File: src/rtl/cpu_bus_pkg.sv
// Shared types and widths for the multi-beat CPU bus transfer unit.
// Exports: state_e, ADDR_W, REG_W, BUS_W, BEATS, IDX_W, lane_byte().
package cpu_bus_pkg;

    localparam int ADDR_W = 32;
    localparam int REG_W  = 32;
    localparam int BUS_W  = 8;
    localparam int BEATS  = REG_W / BUS_W;
    localparam int IDX_W  = (BEATS > 1) ? $clog2(BEATS) : 1;

    typedef enum logic [1:0] {
        IDLE,
        STROBE,
        RELEASE
    } state_e;

    function automatic logic [BUS_W-1:0] lane_byte(
        input logic [REG_W-1:0] data,
        input logic [IDX_W-1:0] lane
    );
        return data[lane*BUS_W +: BUS_W];
    endfunction

endpackage

File: src/rtl/cpu_bus_xfer_if.sv
// Core request/response and external narrow-bus signals of cpu_bus_xfer.
// master: the transfer unit; slave: core plus external memory side.
interface cpu_bus_xfer_if;
    import cpu_bus_pkg::*;

    logic              i_req;
    logic              i_we;
    logic              i_dir;
    logic [ADDR_W-1:0] i_addr;
    logic [IDX_W-1:0]  i_size;
    logic [REG_W-1:0]  i_wdata;
    logic              o_busy;
    logic              o_done;
    logic              o_err;
    logic [REG_W-1:0]  o_rdata;
    logic              o_bus_clk;
    logic              o_bus_we;
    logic [ADDR_W-1:0] o_bus_addr;
    logic [BUS_W-1:0]  o_bus_data;
    logic [BUS_W-1:0]  i_bus_data;
    logic              i_bus_data_ready;

    modport master (
        input  i_req, i_we, i_dir, i_addr, i_size, i_wdata,
        input  i_bus_data, i_bus_data_ready,
        output o_busy, o_done, o_err, o_rdata,
        output o_bus_clk, o_bus_we, o_bus_addr, o_bus_data
    );

    modport slave (
        output i_req, i_we, i_dir, i_addr, i_size, i_wdata,
        output i_bus_data, i_bus_data_ready,
        input  o_busy, o_done, o_err, o_rdata,
        input  o_bus_clk, o_bus_we, o_bus_addr, o_bus_data
    );

endinterface

File: src/rtl/cpu_bus_beat_timer.sv
// Per-beat watchdog: counts enabled cycles since the last clear.
// Ports: i_clk, i_rst, i_clr, i_en, o_expire (high on the TIMEOUT-th cycle).
module cpu_bus_beat_timer #(
    parameter int TIMEOUT = 255
) (
    input  logic i_clk,
    input  logic i_rst,
    input  logic i_clr,
    input  logic i_en,
    output logic o_expire
);

    localparam int CNT_W = $clog2(TIMEOUT + 1);

    logic [CNT_W-1:0] cnt_q, cnt_d;

    // Expire is combinational so the FSM aborts on the edge
    // that completes the TIMEOUT-th cycle of the beat.
    assign o_expire = i_en && (cnt_q == CNT_W'(TIMEOUT - 1));

    always_comb begin
        cnt_d = cnt_q;
        if (i_clr)
            cnt_d = '0;
        else if (i_en && !o_expire)
            cnt_d = cnt_q + 1'b1;
    end

    always_ff @(posedge i_clk or posedge i_rst) begin
        if (i_rst)
            cnt_q <= '0;
        else
            cnt_q <= cnt_d;
    end

endmodule

File: src/rtl/cpu_bus_xfer.sv
// Sequences one 1..BEATS-beat load/store as strobe/ready handshakes.
// Ports: i_clk, i_rst, bus (cpu_bus_xfer_if.master); CPU_BUS_TIMEOUT_EN adds beat timeout.
module cpu_bus_xfer
    import cpu_bus_pkg::*;
#(
    parameter int TIMEOUT = 255
) (
    input  logic             i_clk,
    input  logic             i_rst,
    cpu_bus_xfer_if.master   bus
);

    state_e            state_q, state_d;
    logic [IDX_W-1:0]  k_q, k_d;
    logic [IDX_W-1:0]  last_q, last_d;
    logic [IDX_W-1:0]  lane_q, lane_d;
    logic              we_q, we_d;
    logic              dir_q, dir_d;
    logic [REG_W-1:0]  wdata_q, wdata_d;
    logic [REG_W-1:0]  rdata_q, rdata_d;
    logic              busy_q, busy_d;
    logic              done_q, done_d;
    logic              err_q, err_d;
    logic              bclk_q, bclk_d;
    logic              bwe_q, bwe_d;
    logic [ADDR_W-1:0] baddr_q, baddr_d;
    logic [BUS_W-1:0]  bdata_q, bdata_d;

    logic              tmr_clr;
    logic              tmr_en;
    logic              expire;
    logic [IDX_W-1:0]  lane_nx;

    assign tmr_en = (state_q != IDLE);

`ifdef CPU_BUS_TIMEOUT_EN
    cpu_bus_beat_timer #(
        .TIMEOUT (TIMEOUT)
    ) u_timer (
        .i_clk    (i_clk),
        .i_rst    (i_rst),
        .i_clr    (tmr_clr),
        .i_en     (tmr_en),
        .o_expire (expire)
    );
`else
    wire unused_timer = tmr_clr ^ tmr_en ^ (TIMEOUT != 0);
    assign expire = 1'b0;
`endif

    always_comb begin
        state_d = state_q;
        k_d     = k_q;
        last_d  = last_q;
        lane_d  = lane_q;
        we_d    = we_q;
        dir_d   = dir_q;
        wdata_d = wdata_q;
        rdata_d = rdata_q;
        busy_d  = busy_q;
        done_d  = 1'b0;
        err_d   = 1'b0;
        bclk_d  = bclk_q;
        bwe_d   = bwe_q;
        baddr_d = baddr_q;
        bdata_d = bdata_q;
        tmr_clr = 1'b0;
        lane_nx = dir_q ? lane_q - 1'b1 : lane_q + 1'b1;

        unique case (state_q)
            IDLE: begin
                if (bus.i_req) begin
                    lane_d  = bus.i_dir ? bus.i_size : '0;
                    state_d = STROBE;
                    k_d     = '0;
                    last_d  = bus.i_size;
                    we_d    = bus.i_we;
                    dir_d   = bus.i_dir;
                    wdata_d = bus.i_wdata;
                    rdata_d = '0;
                    busy_d  = 1'b1;
                    bclk_d  = 1'b1;
                    bwe_d   = bus.i_we;
                    baddr_d = bus.i_addr;
                    bdata_d = lane_byte(bus.i_wdata, lane_d);
                    tmr_clr = 1'b1;
                end
            end
            STROBE: begin
                if (expire) begin
                    state_d = IDLE;
                    busy_d  = 1'b0;
                    done_d  = 1'b1;
                    err_d   = 1'b1;
                    bclk_d  = 1'b0;
                    bwe_d   = 1'b0;
                end else if (bus.i_bus_data_ready) begin
                    if (!we_q)
                        rdata_d[lane_q*BUS_W +: BUS_W] = bus.i_bus_data;
                    state_d = RELEASE;
                    bclk_d  = 1'b0;
                end
            end
            RELEASE: begin
                if (expire) begin
                    state_d = IDLE;
                    busy_d  = 1'b0;
                    done_d  = 1'b1;
                    err_d   = 1'b1;
                    bwe_d   = 1'b0;
                end else if (!bus.i_bus_data_ready) begin
                    if (k_q != last_q) begin
                        state_d = STROBE;
                        k_d     = k_q + 1'b1;
                        lane_d  = lane_nx;
                        bclk_d  = 1'b1;
                        baddr_d = dir_q ? baddr_q - 1'b1
                                        : baddr_q + 1'b1;
                        bdata_d = lane_byte(wdata_q, lane_nx);
                        tmr_clr = 1'b1;
                    end else begin
                        state_d = IDLE;
                        busy_d  = 1'b0;
                        done_d  = 1'b1;
                        bwe_d   = 1'b0;
                    end
                end
            end
            default: state_d = IDLE;
        endcase
    end

    always_ff @(posedge i_clk or posedge i_rst) begin
        if (i_rst) begin
            state_q <= IDLE;
            k_q     <= '0;
            last_q  <= '0;
            lane_q  <= '0;
            we_q    <= 1'b0;
            dir_q   <= 1'b0;
            wdata_q <= '0;
            rdata_q <= '0;
            busy_q  <= 1'b0;
            done_q  <= 1'b0;
            err_q   <= 1'b0;
            bclk_q  <= 1'b0;
            bwe_q   <= 1'b0;
            baddr_q <= '0;
            bdata_q <= '0;
        end else begin
            state_q <= state_d;
            k_q     <= k_d;
            last_q  <= last_d;
            lane_q  <= lane_d;
            we_q    <= we_d;
            dir_q   <= dir_d;
            wdata_q <= wdata_d;
            rdata_q <= rdata_d;
            busy_q  <= busy_d;
            done_q  <= done_d;
            err_q   <= err_d;
            bclk_q  <= bclk_d;
            bwe_q   <= bwe_d;
            baddr_q <= baddr_d;
            bdata_q <= bdata_d;
        end
    end

    assign bus.o_busy     = busy_q;
    assign bus.o_done     = done_q;
    assign bus.o_err      = err_q;
    assign bus.o_rdata    = rdata_q;
    assign bus.o_bus_clk  = bclk_q;
    assign bus.o_bus_we   = bwe_q;
    assign bus.o_bus_addr = baddr_q;
    assign bus.o_bus_data = bdata_q;

endmodule

File: src/flat_wrapper.sv
// flat-port wrapper written by rule: the top's interface ports become plain ports
module cpu_bus_xfer_flat import cpu_bus_pkg::*;
#(
    parameter int TIMEOUT = 255
)
  (i_clk, i_rst, bus_i_req, bus_i_we, bus_i_dir, bus_i_addr, bus_i_size, bus_i_wdata, bus_i_bus_data, bus_i_bus_data_ready, bus_o_busy, bus_o_done, bus_o_err, bus_o_rdata, bus_o_bus_clk, bus_o_bus_we, bus_o_bus_addr, bus_o_bus_data);
  cpu_bus_xfer_if bus_i ();
  input  logic i_clk;
  input  logic i_rst;
  input wire logic [$bits(bus_i.i_req)-1:0] bus_i_req;
  input wire logic [$bits(bus_i.i_we)-1:0] bus_i_we;
  input wire logic [$bits(bus_i.i_dir)-1:0] bus_i_dir;
  input wire logic [$bits(bus_i.i_addr)-1:0] bus_i_addr;
  input wire logic [$bits(bus_i.i_size)-1:0] bus_i_size;
  input wire logic [$bits(bus_i.i_wdata)-1:0] bus_i_wdata;
  input wire logic [$bits(bus_i.i_bus_data)-1:0] bus_i_bus_data;
  input wire logic [$bits(bus_i.i_bus_data_ready)-1:0] bus_i_bus_data_ready;
  output wire logic [$bits(bus_i.o_busy)-1:0] bus_o_busy;
  output wire logic [$bits(bus_i.o_done)-1:0] bus_o_done;
  output wire logic [$bits(bus_i.o_err)-1:0] bus_o_err;
  output wire logic [$bits(bus_i.o_rdata)-1:0] bus_o_rdata;
  output wire logic [$bits(bus_i.o_bus_clk)-1:0] bus_o_bus_clk;
  output wire logic [$bits(bus_i.o_bus_we)-1:0] bus_o_bus_we;
  output wire logic [$bits(bus_i.o_bus_addr)-1:0] bus_o_bus_addr;
  output wire logic [$bits(bus_i.o_bus_data)-1:0] bus_o_bus_data;
  assign bus_i.i_req = bus_i_req;
  assign bus_i.i_we = bus_i_we;
  assign bus_i.i_dir = bus_i_dir;
  assign bus_i.i_addr = bus_i_addr;
  assign bus_i.i_size = bus_i_size;
  assign bus_i.i_wdata = bus_i_wdata;
  assign bus_i.i_bus_data = bus_i_bus_data;
  assign bus_i.i_bus_data_ready = bus_i_bus_data_ready;
  assign bus_o_busy = bus_i.o_busy;
  assign bus_o_done = bus_i.o_done;
  assign bus_o_err = bus_i.o_err;
  assign bus_o_rdata = bus_i.o_rdata;
  assign bus_o_bus_clk = bus_i.o_bus_clk;
  assign bus_o_bus_we = bus_i.o_bus_we;
  assign bus_o_bus_addr = bus_i.o_bus_addr;
  assign bus_o_bus_data = bus_i.o_bus_data;
  cpu_bus_xfer #(.TIMEOUT(TIMEOUT)) u_core (.i_clk(i_clk), .i_rst(i_rst), .bus(bus_i));
endmodule
File: config.mk
export PLATFORM = sky130hd
export DESIGN_NAME = cpu_bus_xfer_flat
export DESIGN_NICKNAME = d
export VERILOG_FILES = /design/src/rtl/cpu_bus_pkg.sv /design/src/rtl/cpu_bus_xfer_if.sv /design/src/rtl/cpu_bus_beat_timer.sv /design/src/rtl/cpu_bus_xfer.sv /design/src/flat_wrapper.sv
export SDC_FILE = /design/constraint.sdc
export NUM_CORES = 1
export LEC_CHECK = 0
export ABC_AREA = 1
export CAP_MARGIN = 0
export CELL_PAD_IN_SITES_DETAIL_PLACEMENT = 0
export CELL_PAD_IN_SITES_GLOBAL_PLACEMENT = 1
export CORE_MARGIN = 8
export CORE_UTILIZATION = 33
export DETAILED_ROUTE_END_ITERATION = 8
export PLACE_DENSITY = 0.76
export SYNTH_ARGS = -nofsm -noshare
export SYNTH_HDL_FRONTEND = slang
export SYNTH_SLANG_ARGS = --single-unit
File: constraint.sdc
create_clock -name i_clk -period 3.6 [get_ports i_clk]
set_input_delay 0.54 -clock i_clk [delete_from_list [all_inputs] [get_ports i_clk]]
set_output_delay 0.54 -clock i_clk [all_outputs]
set_load 0.02 [all_outputs]
==> results.ini <==
[logic_synthesis]
async_flop_share=1.00
syn_nets=1307
synth_warnings=0
ys_seq_area_frac=0.372
yosysMostFrequentCell=nand2_1
synth_edf_count=0
syn-mean-instance-area_um2=6.66
synth_area_leaders=dfrtp_1 37%, nand2_1 20%, inv_1 8.2%
synth_cells=1192
synth_seq_cells=118
synth_ff_type=dfrtp_1
yosys.area.top_type_share=0.372
netlist.top_cell.by_area=dfrtp_1
ys_types=41
syn-cell-area_um2=7940
yosys-top-cells-count=426 x nand2_1, 173 x inv_1, 118 x dfrtp_1

[sta]
max_slew_margin=0.263
setup_viol=0
final.setup.tns_ps=0
fin_skew_ps=12.6
worstMarginPinSlew_ps=1100
rsz0062_at_grt=false
fin_crit_sh=0.719
period_minus_slack_ps=2590
report.final.slew_viol_count=0
fmax_ghz=0.386
hold_viol_final=0

[cts]
path_clk_slew_ps=60
post-cts-setup-buffers=0
cts_hold_buf=0
ctsHtreeMaxLevel=4
cts_tree=done
ctsLongestPathBuffers=2
clk_latency_ps=420
cts_made_buffers=17
cts_sinks=118
cts-root-buf=clkbuf_16
post_cts_resized=0

[final_layout]
n_antenna_cell=0
area_growth_pct=30.6
drive_above_1_share=0.0494
nets=1458
stdcell_count=1675
num-fill-cells=2503
postLayoutCoreUtil=0.440

[worst_setup_path]
cp-start-kind=flip-flop
path_buf_inv=2
crit_family=simple AND/OR/NAND/NOR gates
critical_path.max_stage_delay_ps=660
cp_slowest_cell=dfrtp_1
cp-end-kind=flip-flop
crit_top_cell=nand2_1
critPathKind=reg2reg
critPathRequiredTime_ps=3900
worstPathCellList=buf_4, ha_1, nand2_1, nor2_1, inv_1, o21bai_1, nand2_1, nand4_1, nand3_1, nand2_1, nand2_1
crit_arrival_ps=2890
crit_fanout=19

[detailed_routing]
dr.pass1.iters=5
vias=7808
ant_nets=0
wl_per_cell_um=14.9
vias_per_cell=4.66
wl_mm=25.0
drt_iter0_drc=611
remaining_drc_errors=0

[run_status]
outcome=finished clean

[die]
die_x_um=171
die_h_um=171
num_rows=56
core_um2=23500
start_util=0.337
die-area_um2=29300
boundaryPins=157

[placement]
dp_cells=1643
io_buffers=155
dp_hpwl_mm=18.9
gp_congestion=0.887

[job]
cap_violations=0

[min_path]
hold_path.class=reg2reg

[power]
power_density_nw_per_um2=982
worst_ir_drop_vdd_v=0.000340
power_leakage_nw=5.25

[global_route]
grt-ovfl-total=0
grt_max_degree=119
track_usage=0.176
grt_pass1_vias=7722
grt_antenna_before_repair=0
grt_pass1_wl_mm=40.9

-- worst register-to-register path: stages, from the launching register on --
cell      delay (ps)
dfrtp_1          660
buf_4            320
ha_1             350
nand2_1          110
nor2_1           250
inv_1             70
o21bai_1         250
nand2_1          150
nand4_1          100
nand3_1           90
nand2_1           90
nand2_1           50
-- sequential cells by signal, summed over array words and instances (netlist names), 2 cells and up --
register / flops
u_core.wdata_q: 32
u_core.k_q: 2
u_core.last_q: 2
u_core.bus.o_bus_data: 8
u_core.lane_q: 2
u_core.bus.o_bus_addr: 32
u_core.state_q: 2
u_core.bus.o_rdata: 32
-- power breakdown --
| part | switching (mW) | internal [mW] | total (mW) |
|---|---|---|---|
| sequential | 0.423 | 1.86 | 2.28 |
| combinational | 4.05 | 2.24 | 6.29 |
| clock | 0.713 | 0.898 | 1.61 |
-- stage by stage --
| step | power [mW] | area [µm²] | setup WS (ps) | hold WS (ps) |
|---|---|---|---|---|
| 2_1_floorplan | 6.63 | 7940 | 1250 | 442 |
| 3_3_place_gp | 8.63 | 9820 | 837 | 456 |
| 3_5_place_dp | 8.65 | 9820 | 820 | 461 |
| 4_1_cts | 10.3 | 10400 | 1040 | 478 |
| 5_1_grt | 11.2 | 10400 | 775 | 488 |
| 6_report | 10.2 | 10400 | 1010 | 472 |
-- path summary, 6_finish.rpt --
check,start,cells past startpoint,endpoint,slack [ps]
max in group asynchronous,i_rst,3,u_core.bus.o_bus_addr[11]$_DFFE_PP0P_,2420
hold reg to reg,u_core.wdata_q[3]$_DFFE_PP0P_,2,u_core.wdata_q[3]$_DFFE_PP0P_,470
setup reg to reg,u_core.dir_q$_DFFE_PP0P_,11,u_core.bus.o_bus_addr[24]$_DFFE_PP0P_,1010
min in group asynchronous,i_rst,3,u_core.bus.o_rdata[20]$_DFFE_PP0P_,680
setup / recovery,u_core.dir_q$_DFFE_PP0P_,11,u_core.bus.o_bus_addr[24]$_DFFE_PP0P_,1010
hold / removal,u_core.wdata_q[3]$_DFFE_PP0P_,2,u_core.wdata_q[3]$_DFFE_PP0P_,470
-- metal layers --
| layer | share of wire | vias up | routed length [µm] | GRT usage |
|---|---|---|---|---|
| met5 | 0 | - | 0 | 0 |
| met1 | 0.48 | 3590 | 12000 | 0.236 |
| met2 | 0.46 | 134 | 11600 | 0.288 |
| met4 | 0.011 | 0 | 286 | 0.0401 |
| li1 | - | 4067 | - | - |
| met3 | 0.045 | 17 | 1130 | 0.0360 |
-- layout by cell type, fill, tap and decap left out, drive strengths merged --
cell type | Yosys | layout
o21bai | 3 | 3
nor2 | 100 | 100
xnor2 | 6 | 6
nand4 | 5 | 5
nor3 | 5 | 5
nand2 | 429 | 429
or2 | 2 | 2
nand3 | 60 | 60
conb | 1 | 1
o21ai | 96 | 96
ha | 34 | 34
dfrtp | 118 | 118
o21a | 2 | 2
xor2 | 6 | 6
o22ai | 1 | 1
clkdlybuf4s50 | 0 | 155
clkinv | 1 | 6
clkbuf | 19 | 18
a21oi | 78 | 78
nand3b | 1 | 1
buf | 16 | 12
o31ai | 16 | 16
a31oi | 7 | 7
o221ai | 3 | 3
inv | 180 | 186
a21o | 1 | 1
fa | 1 | 1
a22oi | 1 | 1
clkinvlp | 0 | 3
-- logic make-up after synthesis --
kind of cell | Yosys count | share of synthesized area
AOI/OAI and AO/OA | 208 | 0.143
xor gates and xnor gates | 12 | 0.0132
DFF | 118 | 0.372
other | 1 | 0.000472
adders and majority gates | 35 | 0.0561
and+or+nand+nor | 602 | 0.308
buffers and inverters | 216 | 0.108
-- layout make-up --
| type | count | area [µm²] | share of cell area |
|---|---|---|---|
| clock inverters | 14 | 116 | 0.0112 |
| flip-flops and latches | 118 | 2950 | 0.285 |
| clock buffers | 18 | 429 | 0.0414 |
| repair buffers | 167 | 1650 | 0.160 |
| multi-input cells | 858 | 4130 | 0.399 |
| inverters | 181 | 683 | 0.0659 |
| well taps | 319 | 399 | 0.0385 |
Note: power is estimated with default switching activity, not from simulation.
